File: src/rtl/block_manager.sv
// Destroyed-block bookkeeping for the breakout board: two-requester hit arbitration,
// frame-synchronous mask commit, level FSM. Define BLOCK_MGR_SCORE_EN to build the score counter.
module block_manager #(
   parameter int POINTS_PER_BLOCK  = 10,
   parameter int CLEAR_HOLD_FRAMES = 60
) (
   input  logic        pclk,
   input  logic        reset,
   input  logic        vblnk_in,
   input  logic        hit_req_a,
   input  logic        hit_req_b,
   input  logic [3:0]  hit_idx_a,
   input  logic [3:0]  hit_idx_b,
   output logic        hit_ack_a,
   output logic        hit_ack_b,
   input  logic        new_level,
   output logic [15:0] blocks_out,
   output logic [4:0]  blocks_left,
   output logic [15:0] score,
   output logic        level_clear
);
   localparam int CNT_W = $clog2(CLEAR_HOLD_FRAMES + 2);

   typedef enum logic [1:0] {PLAY, CLEARED, RELOAD} state_t;

   state_t           state_reg, state_next;
   logic             vblnk_d_reg;
   logic             vblnk_rise;
   logic [15:0]      pending_reg;
   logic [15:0]      blocks_reg;
   logic [4:0]       left_reg, left_next;
   logic [CNT_W-1:0] frame_cnt_reg;
   logic             ack_a_reg, ack_b_reg;
   logic             prio_b_reg;
   logic             elig_a, elig_b;
   logic             grant_a, grant_b, grant_any;
   logic [3:0]       grant_idx;

   assign vblnk_rise = vblnk_in & ~vblnk_d_reg;

   // A requester is masked during its own ack cycle so a still-high request is not regranted.
   always_comb begin
      elig_a  = hit_req_a & ~ack_a_reg;
      elig_b  = hit_req_b & ~ack_b_reg;
      grant_a = 1'b0;
      grant_b = 1'b0;
      if (state_reg == PLAY && !new_level) begin
         if (elig_a && elig_b) begin
            grant_a = ~prio_b_reg;
            grant_b = prio_b_reg;
         end else begin
            grant_a = elig_a;
            grant_b = elig_b;
         end
      end
   end

   assign grant_any = grant_a | grant_b;
   assign grant_idx = grant_a ? hit_idx_a : hit_idx_b;

   always_comb begin
      state_next = state_reg;
      if (new_level) begin
         state_next = RELOAD;
      end else begin
         case (state_reg)
            PLAY:    if (blocks_reg == 16'hFFFF) state_next = CLEARED;
            CLEARED: if (frame_cnt_reg == CNT_W'(CLEAR_HOLD_FRAMES)) state_next = RELOAD;
            RELOAD:  if (vblnk_rise) state_next = PLAY;
            default: state_next = PLAY;
         endcase
      end
   end

   always_comb begin
      left_next = 5'd0;
      for (int i = 0; i < 16; i++) begin
         left_next = left_next + {4'd0, ~blocks_reg[i]};
      end
   end

   always_ff @(posedge pclk) begin
      if (reset) begin
         state_reg     <= PLAY;
         vblnk_d_reg   <= 1'b0;
         pending_reg   <= '0;
         blocks_reg    <= '0;
         left_reg      <= 5'd16;
         frame_cnt_reg <= '0;
         ack_a_reg     <= 1'b0;
         ack_b_reg     <= 1'b0;
         prio_b_reg    <= 1'b0;
      end else begin
         state_reg   <= state_next;
         vblnk_d_reg <= vblnk_in;
         ack_a_reg   <= grant_a;
         ack_b_reg   <= grant_b;
         left_reg    <= left_next;
         // Pointer only moves on contention; lone grants leave the turn order alone.
         if (elig_a && elig_b && grant_any) prio_b_reg <= grant_a;

         if (new_level || (vblnk_rise && state_reg == RELOAD)) pending_reg <= '0;
         else if (grant_any) pending_reg[grant_idx] <= 1'b1;

         if (vblnk_rise) begin
            if (state_reg == RELOAD) begin
               blocks_reg    <= '0;
               frame_cnt_reg <= '0;
            end else begin
               blocks_reg <= pending_reg;
               if (state_reg == CLEARED) frame_cnt_reg <= frame_cnt_reg + CNT_W'(1);
            end
         end
      end
   end

`ifdef BLOCK_MGR_SCORE_EN
   logic        new_bit;
   logic [15:0] score_reg;
   logic [16:0] score_sum;

   assign new_bit   = grant_any & ~pending_reg[grant_idx];
   assign score_sum = {1'b0, score_reg} + 17'(POINTS_PER_BLOCK);

   always_ff @(posedge pclk) begin
      if (reset) begin
         score_reg <= '0;
      end else if (new_bit) begin
         score_reg <= score_sum[16] ? 16'hFFFF : score_sum[15:0];
      end
   end

   assign score = score_reg;
`else
   assign score = 16'h0000;
`endif

   assign hit_ack_a   = ack_a_reg;
   assign hit_ack_b   = ack_b_reg;
   assign blocks_out  = blocks_reg;
   assign blocks_left = left_reg;
   assign level_clear = (state_reg == CLEARED);

endmodule
File: config.mk
export PLATFORM = sky130hd
export DESIGN_NAME = block_manager
export DESIGN_NICKNAME = d
export VERILOG_FILES = /design/src/rtl/block_manager.sv
export SDC_FILE = /design/constraint.sdc
export NUM_CORES = 1
export LEC_CHECK = 0
export CAP_MARGIN = 20
export CORE_UTILIZATION = 26
export DETAILED_ROUTE_END_ITERATION = 16
export GPL_ROUTABILITY_DRIVEN = 0
export PLACE_DENSITY_LB_ADDON = 0.1
export SLEW_MARGIN = 20
export SYNTH_ARGS = -nofsm -noshare
export SYNTH_HDL_FRONTEND = slang
export SYNTH_SLANG_ARGS = --single-unit
File: constraint.sdc
create_clock -name pclk -period 7.3 [get_ports pclk]
set_input_delay 1.46 -clock pclk [delete_from_list [all_inputs] [get_ports pclk]]
set_output_delay 1.46 -clock pclk [all_outputs]
set_load 0.02 [all_outputs]
==> flow_summary_export.csv, run 1 <==
group,metric,value,unit
outcome,status,"finished, final reports clean",
routing,wl_per_cell,13.2,um
routing,viasPerCell,4.36,
synthesis,synth-edff-count,0,
global_route,top_usage_layer,"met2",
sta,final.min_clock_period,3500,ps
synthesis,synth_area,2590,sq um
sta,period_share,47.9,%
floorplanning,core_area,9730,sq um
setup_path,slowest_delay,590,ps
routing,first_iter_violations,65,
floorplanning,start_util,26.6,%
power_and_ir_drop,power_density,180,nW/um^2
sta,rsz0062_at_grt,"false",
hold_path,hold_end,"pending_reg[6]",
clock_tree,cts_root_buffer,"clkbuf_8",
routing,dr.pass1.iters,4,
floorplanning,pin_count,54,
floorplanning,placementRows,36,
placed_design,port_buffers,37,
floorplanning,die_h,102,um
global_route,met3_usage,2.55,%
setup_path,cp-startpoint,"blocks_out[0]",
floorplanning,die_x,102,um
floorplanning,die_area,10400,sq um
global_route,grt_pass1_vias,1815,
global_route,grtUsageMet2,18.3,%
hold_path,min-delay-start,"pending_reg[6]",
synthesis,ys_ff_latch,49,
synthesis,synth_ff_type,"dfxtp_1",
clock_tree,clk_pin_slew_worst_paths,100,ps
global_route,grt.overflow.total,0,
setup_path,cp.required,7500,ps
clock_tree,clock_sinks,49,
routing,vias,1909,
hold_path,hold_class,"reg2reg",
power_and_ir_drop,ir_drop,0.0825,mV
setup_path,r2r-end,"blocks_left[3]",
sta,relSlewSlack,54.2,%
clock_tree,tritoncts,"done",
sta,tightestPinTransition,685,ps
sta,slew_viol_final,0,
clock_tree,htree_levels,2,
setup_path,regToRegStartpoint,"blocks_out[0]",
clock_tree,post_cts_buffers,0,
global_route,antenna_found_initial,0,
sta,fin_skew,7.18,ps
setup_path,cp_max_fo,4,
clock_tree,numCtsBuffers,5,
finish,drive_above_1_share,7.87,%
clock_tree,cts_resized,0,
sta,finalHoldViolCount,0,
routing,drc,0,
global_route,grt_first_pass_wirelength,9380,um
synthesis,yosysWarnings,0,
setup_path,reg2reg_slack,3800,ps
setup_path,crit_path_end_kind,"register",
setup_path,cpLargestDelayFamily,"adder cells",
clock_tree,cts.path.max_buffers,2,
finish,layout_common_cells,"49 x dfxtp_1, 37 x clkdlybuf4s50_1, 27 x nor2_1",
hold_path,whs_path_depth,1,
setup_path,crit_top_cell,"fa_1",
global_route,met1_usage,16.6,%
finish,syn_to_final_growth,21.6,%
global_route,gr-usage-all-layers,11.9,%
sta,clock.fmax,0.286,GHz
synthesis,synth_cells,271,
setup_path,critPathArrivalTime,3690,ps
power_and_ir_drop,p_total,0.000569,W
clock_tree,cts-hold-fix-buffers,0,
setup_path,critPathSlowestCell,"fa_1",
finish,layout.nets,339,
clock_tree,clock_latency,300,ps
placed_design,place_hpwl,4390,um
sta,setup_violations,0,
setup_path,crit_type,"reg2reg",
sta,finalSetupTns,0,ps
synthesis,yosysSeqAreaShare,37.9,%
setup_path,path_cells,"fa_1, inv_1, fa_1, fa_1, inv_1, fa_1, inv_1, ha_1, a21o_1, a21oi_1, xor2_1, nor2_1",
global_route,grt_max_degree,34,
routing,routed_wl,5800,um
setup_path,cp-start-kind,"register",
routing,ant_nets,0,
power_and_ir_drop,leakage,1.18,nW
finish,diodes,0,
flow_run,maxCapViolations,0,
synthesis,synth_area_per_cell,9.56,sq um
synthesis,synth_cell_type_count,44,
setup_path,cp.buffers_inverters,3,
synthesis,synth-async-reset-ratio,0,%
setup_path,rr_worst_depth,12,
finish,final_common_cell,"dfxtp_1",
[kinds of logic after synthesis]
group,share of synthesized area (%)
simple gates,21.1
fa+ha+maj,13.0
mux,2.17
compound gates,13.4
other cells,0.145
flops,37.9
buf+inv,10.6
xor+xnor,1.69
[metal layers]
metal,share of wire (%),up-vias,wire [um]
met5,0,-,0
met4,1.3,0,74
met3,4.1,5,237
met2,44,44,2530
met1,51,886,2960
li1,-,974,-
[report_power, final]
group	internal [W]	switching, W	leakage, nW
registers	0.000271	0.00000278	0.396
clock network	0.000138	0.0000964	0.0687
logic	0.0000218	0.0000390	0.712
[area by class of cell]
cell class                      instances  area [sq um]
Clock buffer                            5          68.8
Clock inverter                          3          68.8
Fill cell                            1068          6580
Inverter                               25          93.8
Multi-Input combinational cell        185          1390
Sequential cell                        49           981
Tap cell                              133           166
Timing Repair Buffer                   38           378
[cell usage after synthesis, drive strengths merged (3+ instances only)]
cell / number / area [sq um]
a21oi: 19 / 95.1
a22o: 16 / 145
buf: 19 / 150
clkbuf: 8 / 30.0
dfxtp: 49 / 981
fa: 10 / 200
ha: 11 / 138
inv: 25 / 93.8
mux2i: 3 / 30.0
nand2: 6 / 22.5
nand2b: 3 / 18.8
nand3: 4 / 20.0
nand3b: 4 / 30.0
nand4: 6 / 37.5
nand4b: 4 / 50.1
nor2: 28 / 108
nor2b: 6 / 45.0
nor3b: 16 / 120
o21ai: 4 / 20.0
o32ai: 4 / 42.6
xor2: 3 / 26.3
[metrics by stage]
stage / util [%] / worst slack (ps) / cell area [sq um] / cells / hold slack, ps
6_report: 32.4 / 3800 / 3150 / 438 / 486
5_1_grt: 32.4 / 3600 / 3150 / 438 / 497
4_1_cts: 32.4 / 3780 / 3150 / 438 / 488
3_5_place_dp: 30.9 / 3670 / 3010 / 430 / 461
3_3_place_gp: 30.9 / 3790 / 3010 / 430 / 465
2_1_floorplan: - / 3790 / 2650 / 286 / 441
[worst max path at each step]
stage                                end  depth (start not counted)
after floorplan           blocks_left[3]                         12
after global placement      state_reg[0]                          5
after detailed placement    state_reg[1]                          5
after CTS                 blocks_left[3]                         12
after global routing      blocks_left[3]                         12
final                     blocks_left[3]                         12
No activity file was read; power rests on OpenSTA's default activity.
==> run 2, diff against run 1 <==
==> constraint.sdc (replaced) <==
create_clock -name pclk -period 3.5 [get_ports pclk]
set_input_delay 0.7 -clock pclk [delete_from_list [all_inputs] [get_ports pclk]]
set_output_delay 0.7 -clock pclk [all_outputs]
set_load 0.02 [all_outputs]
==> run 2 against run 1 <==
  * Fmax up 3.7%
  * Final cell count rose by 2.1%
  * Die area stayed put
  * Sequential share of layout area is 0.63 points lower
  * Total power up 110%
  * First-iteration DRC count increased by 12%
  * Global-route usage up 0.10 points
  * Sequential power is 110% higher
  * Final area up 2.7%
  * Critical path depth fell by 1
  * Non-clock buffer count grew 9
  * Routed wire length decreased by 0.64%
==> flow_summary_export.csv, run 2 (synthesis gave the netlist of run 1 again) <==
group,metric,value,unit
outcome,status,"finished, final reports clean",
sta,tightestPinTransition,738,ps
floorplanning,core_area,9730,sq um
finish,syn_to_final_growth,24.9,%
power_and_ir_drop,power_density,368,nW/um^2
power_and_ir_drop,ir_drop,0.163,mV
routing,dr.pass1.iters,4,
setup_path,cp.required,3750,ps
setup_path,regToRegStartpoint,"blocks_out[5]",
sta,setup_ws,129,ps
setup_path,cp-start-kind,"register",
hold_path,whs_path_depth,1,
setup_path,critPathSlowestCell,"fa_2",
clock_tree,cts-hold-fix-buffers,0,
finish,utilization,33.3,%
placed_design,port_buffers,37,
sta,final.min_clock_period,3370,ps
flow_run,maxCapViolations,0,
clock_tree,cts_root_buffer,"clkbuf_8",
setup_path,critPathArrivalTime,3620,ps
setup_path,reg2reg_slack,130,ps
setup_path,cp.buffers_inverters,2,
clock_tree,tritoncts,"done",
global_route,grt_pass1_vias,1779,
global_route,grt_first_pass_wirelength,9400,um
clock_tree,cts_resized,0,
global_route,gr-usage-all-layers,12.0,%
clock_tree,cts.path.max_buffers,2,
finish,final_common_cell,"dfxtp_1",
global_route,grt.overflow.total,0,
routing,ant_nets,0,
routing,viasPerCell,4.25,
global_route,grt_max_degree,34,
clock_tree,clock_sinks,49,
floorplanning,die_x,102,um
finish,multi_input_area,1410,sq um
placed_design,placed_cell_area,3080,sq um
hold_path,hold_end,"pending_reg[12]",
routing,wl_per_cell,12.9,um
setup_path,crit_top_cell,"fa_1",
setup_path,rr_worst_depth,11,
placed_design,pre_cts_slack,58.0,ps
clock_tree,clk_pin_slew_worst_paths,100,ps
clock_tree,clock_latency,310,ps
floorplanning,placementRows,36,
finish,stdcell_area,3240,sq um
sta,relSlewSlack,50.7,%
sta,slew_viol_final,0,
finish,drive_above_1_share,12.7,%
floorplanning,die_h,102,um
hold_path,hold_class,"reg2reg",
finish,fillCellCount,1028,
setup_path,r2r-end,"blocks_left[4]",
sta,fin_skew,9.94,ps
setup_path,path_cells,"inv_1, fa_1, fa_2, fa_1, fa_1, ha_2, inv_1, fa_2, nor2b_2, o21ai_0, nand2b_1",
clock_tree,numCtsBuffers,5,
sta,setup_violations,0,
floorplanning,start_util,26.6,%
power_and_ir_drop,leakage,1.23,nW
setup_path,slowest_delay,540,ps
sta,rsz0062_at_grt,"true",
routing,drc,0,
setup_path,cp_max_fo,4,
finish,diodes,0,
finish,seq_area,987,sq um
routing,vias,1898,
hold_path,min-delay-start,"pending_reg[12]",
finish,layout.nets,348,
setup_path,crit_path_end_kind,"register",
sta,clock.fmax,0.297,GHz
sta,finalHoldViolCount,0,
floorplanning,pin_count,54,
sta,whs,489,ps
routing,first_iter_violations,73,
finish,layout_common_cells,"46 x dfxtp_1, 37 x clkdlybuf4s50_1, 27 x nor2_1",
floorplanning,die_area,10400,sq um
global_route,antenna_found_initial,0,
placed_design,place_hpwl,4450,um
sta,period_share,96.3,%
setup_path,cpLargestDelayFamily,"adder cells",
routing,routed_wl,5760,um
clock_tree,post_cts_buffers,0,
setup_path,crit_type,"reg2reg",
clock_tree,htree_levels,2,
-- run 2: cell type report --
class / instances / share of cell area, %
clock inverters: 3 / 2.13
clock buffers: 5 / 2.13
repair buffers: 47 / 13.8
flip-flops and latches: 49 / 30.5
inverters: 25 / 2.90
well taps: 133 / 5.14
multi-input cells: 185 / 43.4
-- run 2: stage by stage --
step | power [W] | TNS (ps) | cells
after floorplan | 0.000687 | 0 | 286
final | 0.00119 | 0 | 447
after CTS | 0.00121 | 0 | 447
after global routing | 0.00124 | -7.99 | 447
after detailed placement | 0.000713 | 0 | 439
after global placement | 0.000713 | 0 | 439
-- run 2: worst max path at each step --
stage	startpoint	endpoint	cells past startpoint
6_report	blocks_out[5]	blocks_left[4]	11
3_5_place_dp	blocks_out[5]	blocks_left[4]	11
2_1_floorplan	blocks_out[7]	blocks_left[3]	12
3_3_place_gp	blocks_out[13]	blocks_left[4]	11
4_1_cts	blocks_out[5]	blocks_left[4]	11
5_1_grt	blocks_out[13]	blocks_left[4]	11
-- run 2: worst register-to-register path, stage by stage, from the launching register on --
cell and delay (ps):
dfxtp_2 360, inv_1 60, fa_1 490, fa_2 540
fa_1 430, fa_1 520, ha_2 170, inv_1 60
fa_2 400, nor2b_2 140, o21ai_0 80, nand2b_1 80
-- run 2: layer usage --
layer / track usage (%) / up-vias / part of all wire [%]
met5: 0 / - / 0
met4: 4.01 / 0 / 1.4
met3: 2.55 / 6 / 3.9
met2: 18.4 / 41 / 44
met1: 16.8 / 863 / 51
li1: - / 988 / -
-- run 2: report_power, final --
part / total, W / switching (W) / leakage (nW) / internal [W]
combinational: 0.000128 / 0.0000819 / 0.761 / 0.0000466
sequential: 0.000569 / 0.00000532 / 0.398 / 0.000564
clock: 0.000493 / 0.000205 / 0.0687 / 0.000288
total: 0.00119 / 0.000292 / 1.23 / 0.000898
